`src/rtl/vga_console_pkg.sv`:
```
// Shared geometry, character codes and state encoding for the text console controller.
package vga_console_pkg;
    localparam logic [6:0]  COLS     = 7'd80;
    localparam logic [5:0]  ROWS     = 6'd60;
    localparam logic [12:0] VRAM_END = 13'd4799;
    localparam logic [6:0]  LAST_COL = 7'd79;
    localparam logic [5:0]  LAST_ROW = 6'd59;

    localparam logic [7:0]  CH_SPACE = 8'h20;
    localparam logic [7:0]  CH_TILDE = 8'h7E;
    localparam logic [7:0]  CH_LF    = 8'h0A;
    localparam logic [7:0]  CH_CR    = 8'h0D;
    localparam logic [7:0]  CH_BS    = 8'h08;

    typedef enum logic [1:0] {
        IDLE,
        CLR_ALL,
        CLR_ROW
    } state_t;
endpackage

```
`src/rtl/vga_console_ctrl_if.sv`:
```
// Host-side byte stream and clear-request bundle of the console controller.
interface vga_console_ctrl_if;
    logic       char_valid;
    logic [7:0] char_data;
    logic       char_ready;
    logic       cls;

    modport master (output char_valid, char_data, cls, input char_ready);
    modport slave  (input char_valid, char_data, cls, output char_ready);
endinterface

```
`src/rtl/console_addr_gen.sv`:
```
// Logical (y, x) plus scroll offset to physical VRAM address: ((y+line) mod 60)*80 + x.
module console_addr_gen
    import vga_console_pkg::*;
(
    input  logic [5:0]  y,
    input  logic [6:0]  x,
    input  logic [5:0]  line,
    output logic [12:0] addr
);
    logic [6:0] row_sum;
    logic [6:0] prow;

    // Both operands are below ROWS, so one conditional subtract covers the wrap.
    assign row_sum = {1'b0, y} + {1'b0, line};
    assign prow    = (row_sum >= {1'b0, ROWS}) ? row_sum - {1'b0, ROWS} : row_sum;
    assign addr    = {prow, 6'b0} + {2'b0, prow, 4'b0} + {6'b0, x};
endmodule

```
`src/rtl/vga_console_ctrl.sv`:
```
// Character-stream console: byte decode, cursor tracking, hardware scroll and VRAM clearing.
module vga_console_ctrl
    import vga_console_pkg::*;
(
    input  logic              CLK,
    input  logic              RST,
    vga_console_ctrl_if.slave host,
    output logic [12:0]       vram_addr,
    output logic              vram_we,
    output logic [7:0]        vram_wdata,
    output logic [5:0]        line,
    output logic [6:0]        cursor_x,
    output logic [5:0]        cursor_y,
    output logic              busy
);
    state_t      state_q, state_d;
    logic [12:0] clr_addr_q, clr_addr_d;
    logic [12:0] clr_left_q, clr_left_d;
    logic        pend_q, pend_d;
    logic [12:0] vram_addr_q, vram_addr_d;
    logic        vram_we_q, vram_we_d;
    logic [7:0]  vram_wdata_q, vram_wdata_d;
    logic [5:0]  line_q, line_d;
    logic [6:0]  cx_q, cx_d;
    logic [5:0]  cy_q, cy_d;
    logic        char_ready_q, char_ready_d;
    logic        busy_q, busy_d;

    logic [12:0] cur_addr, row_base;
    logic        clear_req, in_idle, start_all, accept, is_print, do_nl, scroll;

    assign clear_req = pend_q | host.cls;
    assign in_idle   = (state_q == IDLE);
    assign start_all = in_idle & clear_req;
    // A clear request in the same cycle as a byte wins; the byte stays offered.
    assign accept    = in_idle & char_ready_q & host.char_valid & ~clear_req;
    assign is_print  = (host.char_data >= CH_SPACE) && (host.char_data <= CH_TILDE);
    assign do_nl     = accept && ((host.char_data == CH_LF) || (is_print && cx_q == LAST_COL));
    assign scroll    = do_nl && (cy_q == LAST_ROW);

    console_addr_gen u_cur_addr (.y(cy_q), .x(cx_q), .line(line_q), .addr(cur_addr));
    console_addr_gen u_row_base (.y(6'd0), .x(7'd0), .line(line_q), .addr(row_base));

    always_ff @(posedge CLK) begin
        if (RST) begin
            state_q      <= CLR_ALL;
            clr_addr_q   <= '0;
            clr_left_q   <= VRAM_END + 13'd1;
            pend_q       <= 1'b0;
            vram_addr_q  <= '0;
            vram_we_q    <= 1'b0;
            vram_wdata_q <= '0;
            line_q       <= '0;
            cx_q         <= '0;
            cy_q         <= '0;
            char_ready_q <= 1'b0;
            busy_q       <= 1'b1;
        end else begin
            state_q      <= state_d;
            clr_addr_q   <= clr_addr_d;
            clr_left_q   <= clr_left_d;
            pend_q       <= pend_d;
            vram_addr_q  <= vram_addr_d;
            vram_we_q    <= vram_we_d;
            vram_wdata_q <= vram_wdata_d;
            line_q       <= line_d;
            cx_q         <= cx_d;
            cy_q         <= cy_d;
            char_ready_q <= char_ready_d;
            busy_q       <= busy_d;
        end
    end

    always_comb begin
        state_d    = state_q;
        clr_addr_d = clr_addr_q;
        clr_left_d = clr_left_q;
        pend_d     = clear_req;
        case (state_q)
            IDLE: begin
                if (start_all) begin
                    state_d    = CLR_ALL;
                    clr_addr_d = '0;
                    clr_left_d = VRAM_END + 13'd1;
                    pend_d     = 1'b0;
                end else if (scroll) begin
                    state_d = CLR_ROW;
                    // A wrapping printable owns this cycle's write; otherwise the first cell goes now.
                    if (is_print) begin
                        clr_addr_d = row_base;
                        clr_left_d = {6'd0, COLS};
                    end else begin
                        clr_addr_d = row_base + 13'd1;
                        clr_left_d = {6'd0, LAST_COL};
                    end
                end
            end
            default: begin
                clr_addr_d = clr_addr_q + 13'd1;
                clr_left_d = clr_left_q - 13'd1;
                if (clr_left_q == 13'd1) state_d = IDLE;
            end
        endcase
    end

    always_comb begin
        vram_we_d    = 1'b0;
        vram_addr_d  = vram_addr_q;
        vram_wdata_d = vram_wdata_q;
        line_d       = line_q;
        cx_d         = cx_q;
        cy_d         = cy_q;
        if (!in_idle) begin
            vram_we_d    = 1'b1;
            vram_addr_d  = clr_addr_q;
            vram_wdata_d = CH_SPACE;
        end else if (start_all) begin
            line_d = '0;
            cx_d   = '0;
            cy_d   = '0;
        end else if (accept) begin
            if (is_print) begin
                vram_we_d    = 1'b1;
                vram_addr_d  = cur_addr;
                vram_wdata_d = host.char_data;
                cx_d         = (cx_q == LAST_COL) ? 7'd0 : cx_q + 7'd1;
            end else begin
                case (host.char_data)
                    CH_LF, CH_CR: cx_d = '0;
                    CH_BS:        if (cx_q != 7'd0) cx_d = cx_q - 7'd1;
                    default:      ;
                endcase
            end
            if (do_nl) begin
                if (cy_q != LAST_ROW) begin
                    cy_d = cy_q + 6'd1;
                end else begin
                    line_d = (line_q == LAST_ROW) ? 6'd0 : line_q + 6'd1;
                    if (!is_print) begin
                        vram_we_d    = 1'b1;
                        vram_addr_d  = row_base;
                        vram_wdata_d = CH_SPACE;
                    end
                end
            end
        end
        char_ready_d = in_idle && (state_d == IDLE) && !pend_d;
        busy_d       = !in_idle || (state_d != IDLE);
    end

    assign host.char_ready = char_ready_q;
    assign vram_addr       = vram_addr_q;
    assign vram_we         = vram_we_q;
    assign vram_wdata      = vram_wdata_q;
    assign line            = line_q;
    assign cursor_x        = cx_q;
    assign cursor_y        = cy_q;
    assign busy            = busy_q;
endmodule
```
`src/flat_wrapper.sv`:
```
// flat-port wrapper written by rule: the top's interface ports become plain ports
module vga_console_ctrl_flat import vga_console_pkg::*;
  (CLK, RST, vram_addr, vram_we, vram_wdata, line, cursor_x, cursor_y, busy, host_char_valid, host_char_data, host_cls, host_char_ready);
  vga_console_ctrl_if host_i ();
  input  logic CLK;
  input  logic RST;
  output logic [12:0] vram_addr;
  output logic vram_we;
  output logic [7:0] vram_wdata;
  output logic [5:0] line;
  output logic [6:0] cursor_x;
  output logic [5:0] cursor_y;
  output logic busy;
  input wire logic [$bits(host_i.char_valid)-1:0] host_char_valid;
  input wire logic [$bits(host_i.char_data)-1:0] host_char_data;
  input wire logic [$bits(host_i.cls)-1:0] host_cls;
  output wire logic [$bits(host_i.char_ready)-1:0] host_char_ready;
  assign host_i.char_valid = host_char_valid;
  assign host_i.char_data = host_char_data;
  assign host_i.cls = host_cls;
  assign host_char_ready = host_i.char_ready;
  vga_console_ctrl u_core (.CLK(CLK), .RST(RST), .host(host_i), .vram_addr(vram_addr), .vram_we(vram_we), .vram_wdata(vram_wdata), .line(line), .cursor_x(cursor_x), .cursor_y(cursor_y), .busy(busy));
endmodule
```
`config.mk`:
```
export PLATFORM = sky130hd
export DESIGN_NAME = vga_console_ctrl_flat
export DESIGN_NICKNAME = d
export VERILOG_FILES = /design/src/rtl/vga_console_pkg.sv /design/src/rtl/vga_console_ctrl_if.sv /design/src/rtl/console_addr_gen.sv /design/src/rtl/vga_console_ctrl.sv /design/src/flat_wrapper.sv
export SDC_FILE = /design/constraint.sdc
export NUM_CORES = 1
export LEC_CHECK = 0
export ABC_AREA = 1
export ABC_CLOCK_PERIOD_IN_PS = 3500
export BUFFER_PORTS_ARGS = -buffer_cell sky130_fd_sc_hd__buf_4
export CORE_ASPECT_RATIO = 1.5
export CORE_MARGIN = 3
export CORE_UTILIZATION = 50
export CTS_CLUSTER_SIZE = 20
export DETAILED_ROUTE_END_ITERATION = 10
export GPL_TIMING_DRIVEN = 0
export PLACE_DENSITY = 0.73
export RECOVER_POWER = 25
export SLEW_MARGIN = 25
export SYNTH_ARGS = -nofsm -noshare
export SYNTH_HDL_FRONTEND = slang
export SYNTH_SLANG_ARGS = --single-unit
```
`constraint.sdc`:
```
create_clock -name CLK -period 3.5 [get_ports CLK]
set_input_delay 0.7 -clock CLK [delete_from_list [all_inputs] [get_ports CLK]]
set_output_delay 0.7 -clock CLK [all_outputs]
set_load 0.02 [all_outputs]
```
Yosys cells after proc, flatten, opt, wreduce, memory -nomap -nowiden
Cells that the tools add are included.
- bits in registers: 72
- logic and storage cells: 128
- memory bits (writable): 0
- latch bits: 0
- output and inout port bits: 43
- bits in read-only memories: 0
- memories: 0
- add/subtract/negate cells: 13
- bitwise operators: 8
- multipliers: 0
- divide/modulo/power cells: 0
- shift operators: 0
- magnitude comparators: 4
- mux-type cells: 52
- equality and inequality tests: 13
- reductions and logical operators: 25
- operators by type and width (kind ; number):
    $mux 13 ; 14
    $mux 6 ; 12
    $mux 7 ; 7
    $mux 8 ; 4
    $add 13x1->13 const B ; 2
    $add 13x11->13 ; 2
    $eq 8x4->1 const B ; 3
    $pmux 7 s2 ; 1
    $add 13x7->13 ; 1
    $eq 13x1->1 const B ; 1
    $sub 13x1->13 const B ; 1
    $add 6x1->6 const B ; 2
    $eq 6x6->1 const B ; 2
    $reduce_and 4->1 ; 3
    $mux 1 ; 9
    $ge 8x6->1 const B ; 1
    $le 8x7->1 const B ; 1
    $mux 2 ; 4
    $reduce_bool 2->1 ; 4
    $add 6x6->7 ; 1
    $add 7x1->7 const B ; 1
    $eq 7x7->1 const B ; 1
    $ge 7x6->1 const B ; 1
    $reduce_bool 7->1 ; 1
    20 further kinds ; 36

Longest topological paths before layout
- depth after elaboration: 12
- depth in mapped cells: 27

By module
A second synthesis with hierarchy kept.
- cells, all modules: 953
- area, all modules: 6394.9 sq um
- by module, submodules not included (module ; area an instance (sq um) ; cells an instance ; instances):
    vga_console_ctrl ; 4573.1 ; 703 ; 1
    console_addr_gen ; 910.9 ; 125 ; 2

Worst setup path after synthesis
Ideal clock, no wire load.
- kind: reg2reg
- start: reg u_core.line_q[0], in the netlist u_core.line[0]
- end: reg u_core.vram_addr_q[11], in the netlist u_core.vram_addr[11]
- data arrival time: 3.799 ns
- cell stages (with the launch flop): 21
- clock period less this slack: 3.870 ns
- setup slack: -0.370 ns
- buffers on the path: 0
- cells stage by stage: dfxtp_1 > ha_1 > fa_1 > xor2_1 > ha_1 > nand3_1 > inv_1 > nand3_1 > nand3_1 > or2_2 > nand2_1 > fa_1 > fa_1 > inv_1 > nand4_1 > o211ai_1 > xor2_1 > nand2_1 > nand3_1 > nand2_1 > a21oi_1
- word-level cells in the longest chain between the ends: 12
- elaborated cells on any way between the ends: 17
- ends and longest elaborated chain (element ; line ; source):
    start: declaration ; vga_console_ctrl.sv:23 ; logic [5:0] line_q, line_d;
    start signal: assignment ; vga_console_ctrl.sv:66 ; line_q <= line_d;
    $add 6x6->7 ; console_addr_gen.sv:14 ; assign row_sum = {1'b0, y} + {1'b0, line};
    $sub 7x6->7 or $ge 7x6->1 (tied branches) ; console_addr_gen.sv:15 ; assign prow = (row_sum >= {1'b0, ROWS}) ? row_sum - {1'b0, ROWS} : row_sum;
    $mux 7 ; console_addr_gen.sv:15 ;
    $add 13x11->13 ; console_addr_gen.sv:16 ; assign addr = {prow, 6'b0} + {2'b0, prow, 4'b0} + {6'b0, x};
    $add 13x7->13 ; console_addr_gen.sv:16 ;
    $mux 13 ; vga_console_ctrl.sv:122 ; if (is_print) begin
    $mux 13 ; vga_console_ctrl.sv:139 ; if (!is_print) begin
    $mux 13 ; vga_console_ctrl.sv:135 ; if (cy_q != LAST_ROW) begin
    $mux 13 * ; vga_console_ctrl.sv:134 ; if (do_nl) begin
    $mux 13 * ; vga_console_ctrl.sv:121 ; end else if (accept) begin
    $mux 13 * ; vga_console_ctrl.sv:117 ; end else if (start_all) begin
    $mux 13 * ; vga_console_ctrl.sv:113 ; if (!in_idle) begin
    end signal: assignment ; vga_console_ctrl.sv:63 ; vram_addr_q <= vram_addr_d;
    end: declaration ; vga_console_ctrl.sv:20 ; logic [12:0] vram_addr_q, vram_addr_d;
Every way passes the cells marked *; elsewhere a longest branch is shown, timed or not. The select of a mux whose other input is x is not followed.
A chain may end at the register's enable or synchronous reset.

Worst setup path in the final report
- start: reg u_core.line_q[0], in the netlist u_core.line[0]
- end: reg u_core.vram_addr_q[10], in the netlist u_core.vram_addr[10]
Same word-level chain as after synthesis.

==> metrics.yaml <==
floorplan:
  die_area_um2: 11700
  rows: 45
  die_h_um: 131
  start_util_pct: 51.4
  core_um2: 10100
  pin_count: 55
  chipWidth_um: 89.4
global_route:
  grt_pass1_wl_mm: 24.9
  grt_max_degree: 15
  antenna_found_initial: 0
  grtUsageTotal_pct: 27.4
  gr-total-overflow: 0
  grt_pass1_vias: 5319
worst_setup_path:
  required_ns: 3.71
  path_cells: "ha_4, fa_2, xor2_4, nand3_2, nor2_4, nand3_2, nand3_4, or2_4, nand2_4, fa_2, buf_6, inv_2, ha_4, nand2_1, nand2_1, nand2_2, nand3_2, xor2_1, nand2_1, nand4_1, nand2_1, a21oi_2"
  start_kind: "flop"
  crit_top_cell: "nand2_1"
  critPathSlowestCell: "fa_2"
  cp.arrival_ns: 3.95
  crit_buf_inv: 2
  crit_family: "adder cells"
  worstSetupPathType: "reg -> reg"
  cp_max_fo: 5
  end_kind: "flop"
  critical-path-max-stage-delay_ns: 0.58
clock_network:
  cts_made_buffers: 9
  clockBufferDepth: 2
  clkSlewWorstSetupHoldPaths_ns: 0.06
  cts_root_buf: "clkbuf_16"
  htreeDepth: 3
  insertion_delay_ns: 0.34
  cts_tree: "built"
  cts_sinks: 72
pwr:
  clkPwrFrac_pct: 48.4
  p_int_mw: 1.46
  p_sw_share_pct: 26.5
  p_seq_share_pct: 43.6
  p_per_area_nw_per_um2: 310
  ir_drop_v: 0.000351
  p_comb_share_pct: 8.1
  power_switching_mw: 0.527
  cellLeakagePower_nw: 2.83
logic_synthesis:
  synth_area_leaders: "dfxtp_1 28%, nand2_1 9.6%, ha_1 8.6%, inv_1 6.6%, nor2_1 6.3%"
  yosysWarnings: 0
  synth-simple-area-share_pct: 30.9
  synth_xor_area_share_pct: 5.38
  ys_types: 50
  dominantRegCellSynth: "dfxtp_1"
  synth_top_family_by_area: "simple AND/OR/NAND/NOR gates"
  synth_top_area_cell: "dfxtp_1"
  synth_fp_nets: 816
  syn_inst: 764
  synth_area_per_cell_um2: 6.82
  synth-edff-count: 0
  synthTopCellsByCount: "134 x nand2_1, 91 x inv_1, 87 x nor2_1"
  ys_seq_area_share_pct: 27.6
  synth-compound-area-share_pct: 16.7
  ys_ff_latch: 72
  synth_adder_area_share_pct: 10.2
  netlist.area_leader.share_pct: 27.6
  async_flop_share_pct: 0
  synth_mux_area_share_pct: 0
  syn_area_um2: 5210
  yosysMostFrequentCell: "nand2_1"
final_layout:
  final_cell_area_um2: 6400
  nNetsFinal: 894
  areaGrowthSynthToFinish_pct: 22.8
  final_cells: 964
  drive_above_1_share_pct: 18.2
  antenna_cells: 0
timing:
  worst_pin_slew_ns: 0.678
  slew_viol_final: 0
  fmax_mhz: 268
  rsz0062_at_grt: "yes"
  slew_headroom_pct: 54.8
  period_share_pct: 107
  setup_viol: 6
  fin_ws_ns: -0.235
  min_period_ns: 3.74
  hold_viol_final: 0
  skew_ns: 0.00744
place:
  gp_congestion: 0.970
  portBuffers: 53
  dpl.hpwl_mm: 11.7
  placed_area_um2: 5820
  dpl.cell_count: 934
detailed_routing:
  wl_mm: 16.2
  post_drt_wl_per_cell_um: 16.8
  dr_total_vias: 5572
  dr.pass1.iters: 6
  ant_nets: 0
  via_per_inst: 5.78
  remaining_drc_errors: 0
  drt_iter0_markers: 283
status:
  violations: "negative setup slack"
  status: "finished, violations left"
worst_hold_path:
  hp-class: "reg -> reg"
job:
  drv_cap: 0
## metrics by stage
stage	hold WS, ns	setup TNS [ns]	power, mW	utilization, %	setup WS, ns
after global placement	0.428	-1.15	1.03	57.4	-0.265
after floorplan	0.419	0	0.987	-	0.0128
final	0.459	-1.12	1.98	63.1	-0.235
after global routing	0.480	-2.08	2.04	63.1	-0.387
after detailed placement	0.450	-1.50	1.04	57.4	-0.306
after CTS	0.463	-0.684	1.99	62.5	-0.180
## placed cells by master (no fill, tap or decap), types with 14 or more instances in the layout
| cell | n |
|---|---|
| nand2_1 | 126 |
| nand3_1 | 51 |
| nand4_1 | 16 |
| nor3_1 | 17 |
| ha_1 | 27 |
| inv_1 | 87 |
| o21ai_0 | 64 |
| nor2_1 | 85 |
| xor2_1 | 17 |
| clkbuf_1 | 28 |
| xnor2_1 | 14 |
| buf_4 | 51 |
| dfxtp_1 | 63 |
| a21oi_1 | 56 |
## tightest hold or removal path, delay by kind of cell, from the launching register on
kind             cells  cell delay, ns
flip-flops           1            0.31
AND/OR/NAND/NOR      2            0.10
## sequential cells by signal, indices dropped and copies added (netlist names)
name                    count
u_core.clr_addr_q          13
u_core.vram_wdata           8
u_core.busy                 1
u_core.vram_we              1
u_core.cursor_x             7
u_core.line                 6
u_core.clr_left_q          13
u_core.vram_addr           13
u_core.host.char_ready      1
u_core.state_q              2
u_core.cursor_y             6
u_core.pend_q               1
## logic make-up after synthesis
| family | Yosys count |
|---|---|
| and+or+nand+nor | 345 |
| AOI/OAI and AO/OA | 158 |
| buffers and inverters | 117 |
| DFF | 72 |
| adders and majority gates | 40 |
| xor gates and xnor gates | 32 |
## final cells by class
class	count	area [um^2]
buffer	18	100
tap	117	146
fill	919	3730
inverter	99	380
clock inverter	7	78.8
clock buffer	9	225
multi-input combinational	575	3560
sequential	72	1460
timing repair buffer	67	443
## timing repair
item	CTS	global route
hold buffers	0	0
endpoints found under the setup margin	7	7
setup buffers	10	4
gates resized for setup	28	22
pin swaps	22	29
## routing by layer
metal,routed length [um],global-route usage (%),vias up
met4,540,13.4,0
li1,-,-,2714
met5,0,0,-
met2,8670,51.4,149
met3,562,3.94,39
met1,6410,29.1,2670
## power groups by stage
stage | logic, mW | registers [mW] | clock network [mW]
after floorplan | 0.107 | 0.880 | 0
after global placement | 0.152 | 0.880 | 0
after detailed placement | 0.159 | 0.883 | 0
after CTS | 0.161 | 0.863 | 0.964
after global routing | 0.181 | 0.865 | 0.994
final | 0.160 | 0.864 | 0.960
## worst paths after layout
path,from,end,slack [ns],cells after the start
worst max-delay path,u_core.line[0],u_core.vram_addr[10],-0.24,22
worst min-delay path,u_core.state_q[0],u_core.state_q[0],0.46,2
worst max register to register,u_core.line[0],u_core.vram_addr[10],-0.24,22
worst min register to register,u_core.state_q[0],u_core.state_q[0],0.46,2
(Power assumes the default switching activity.)
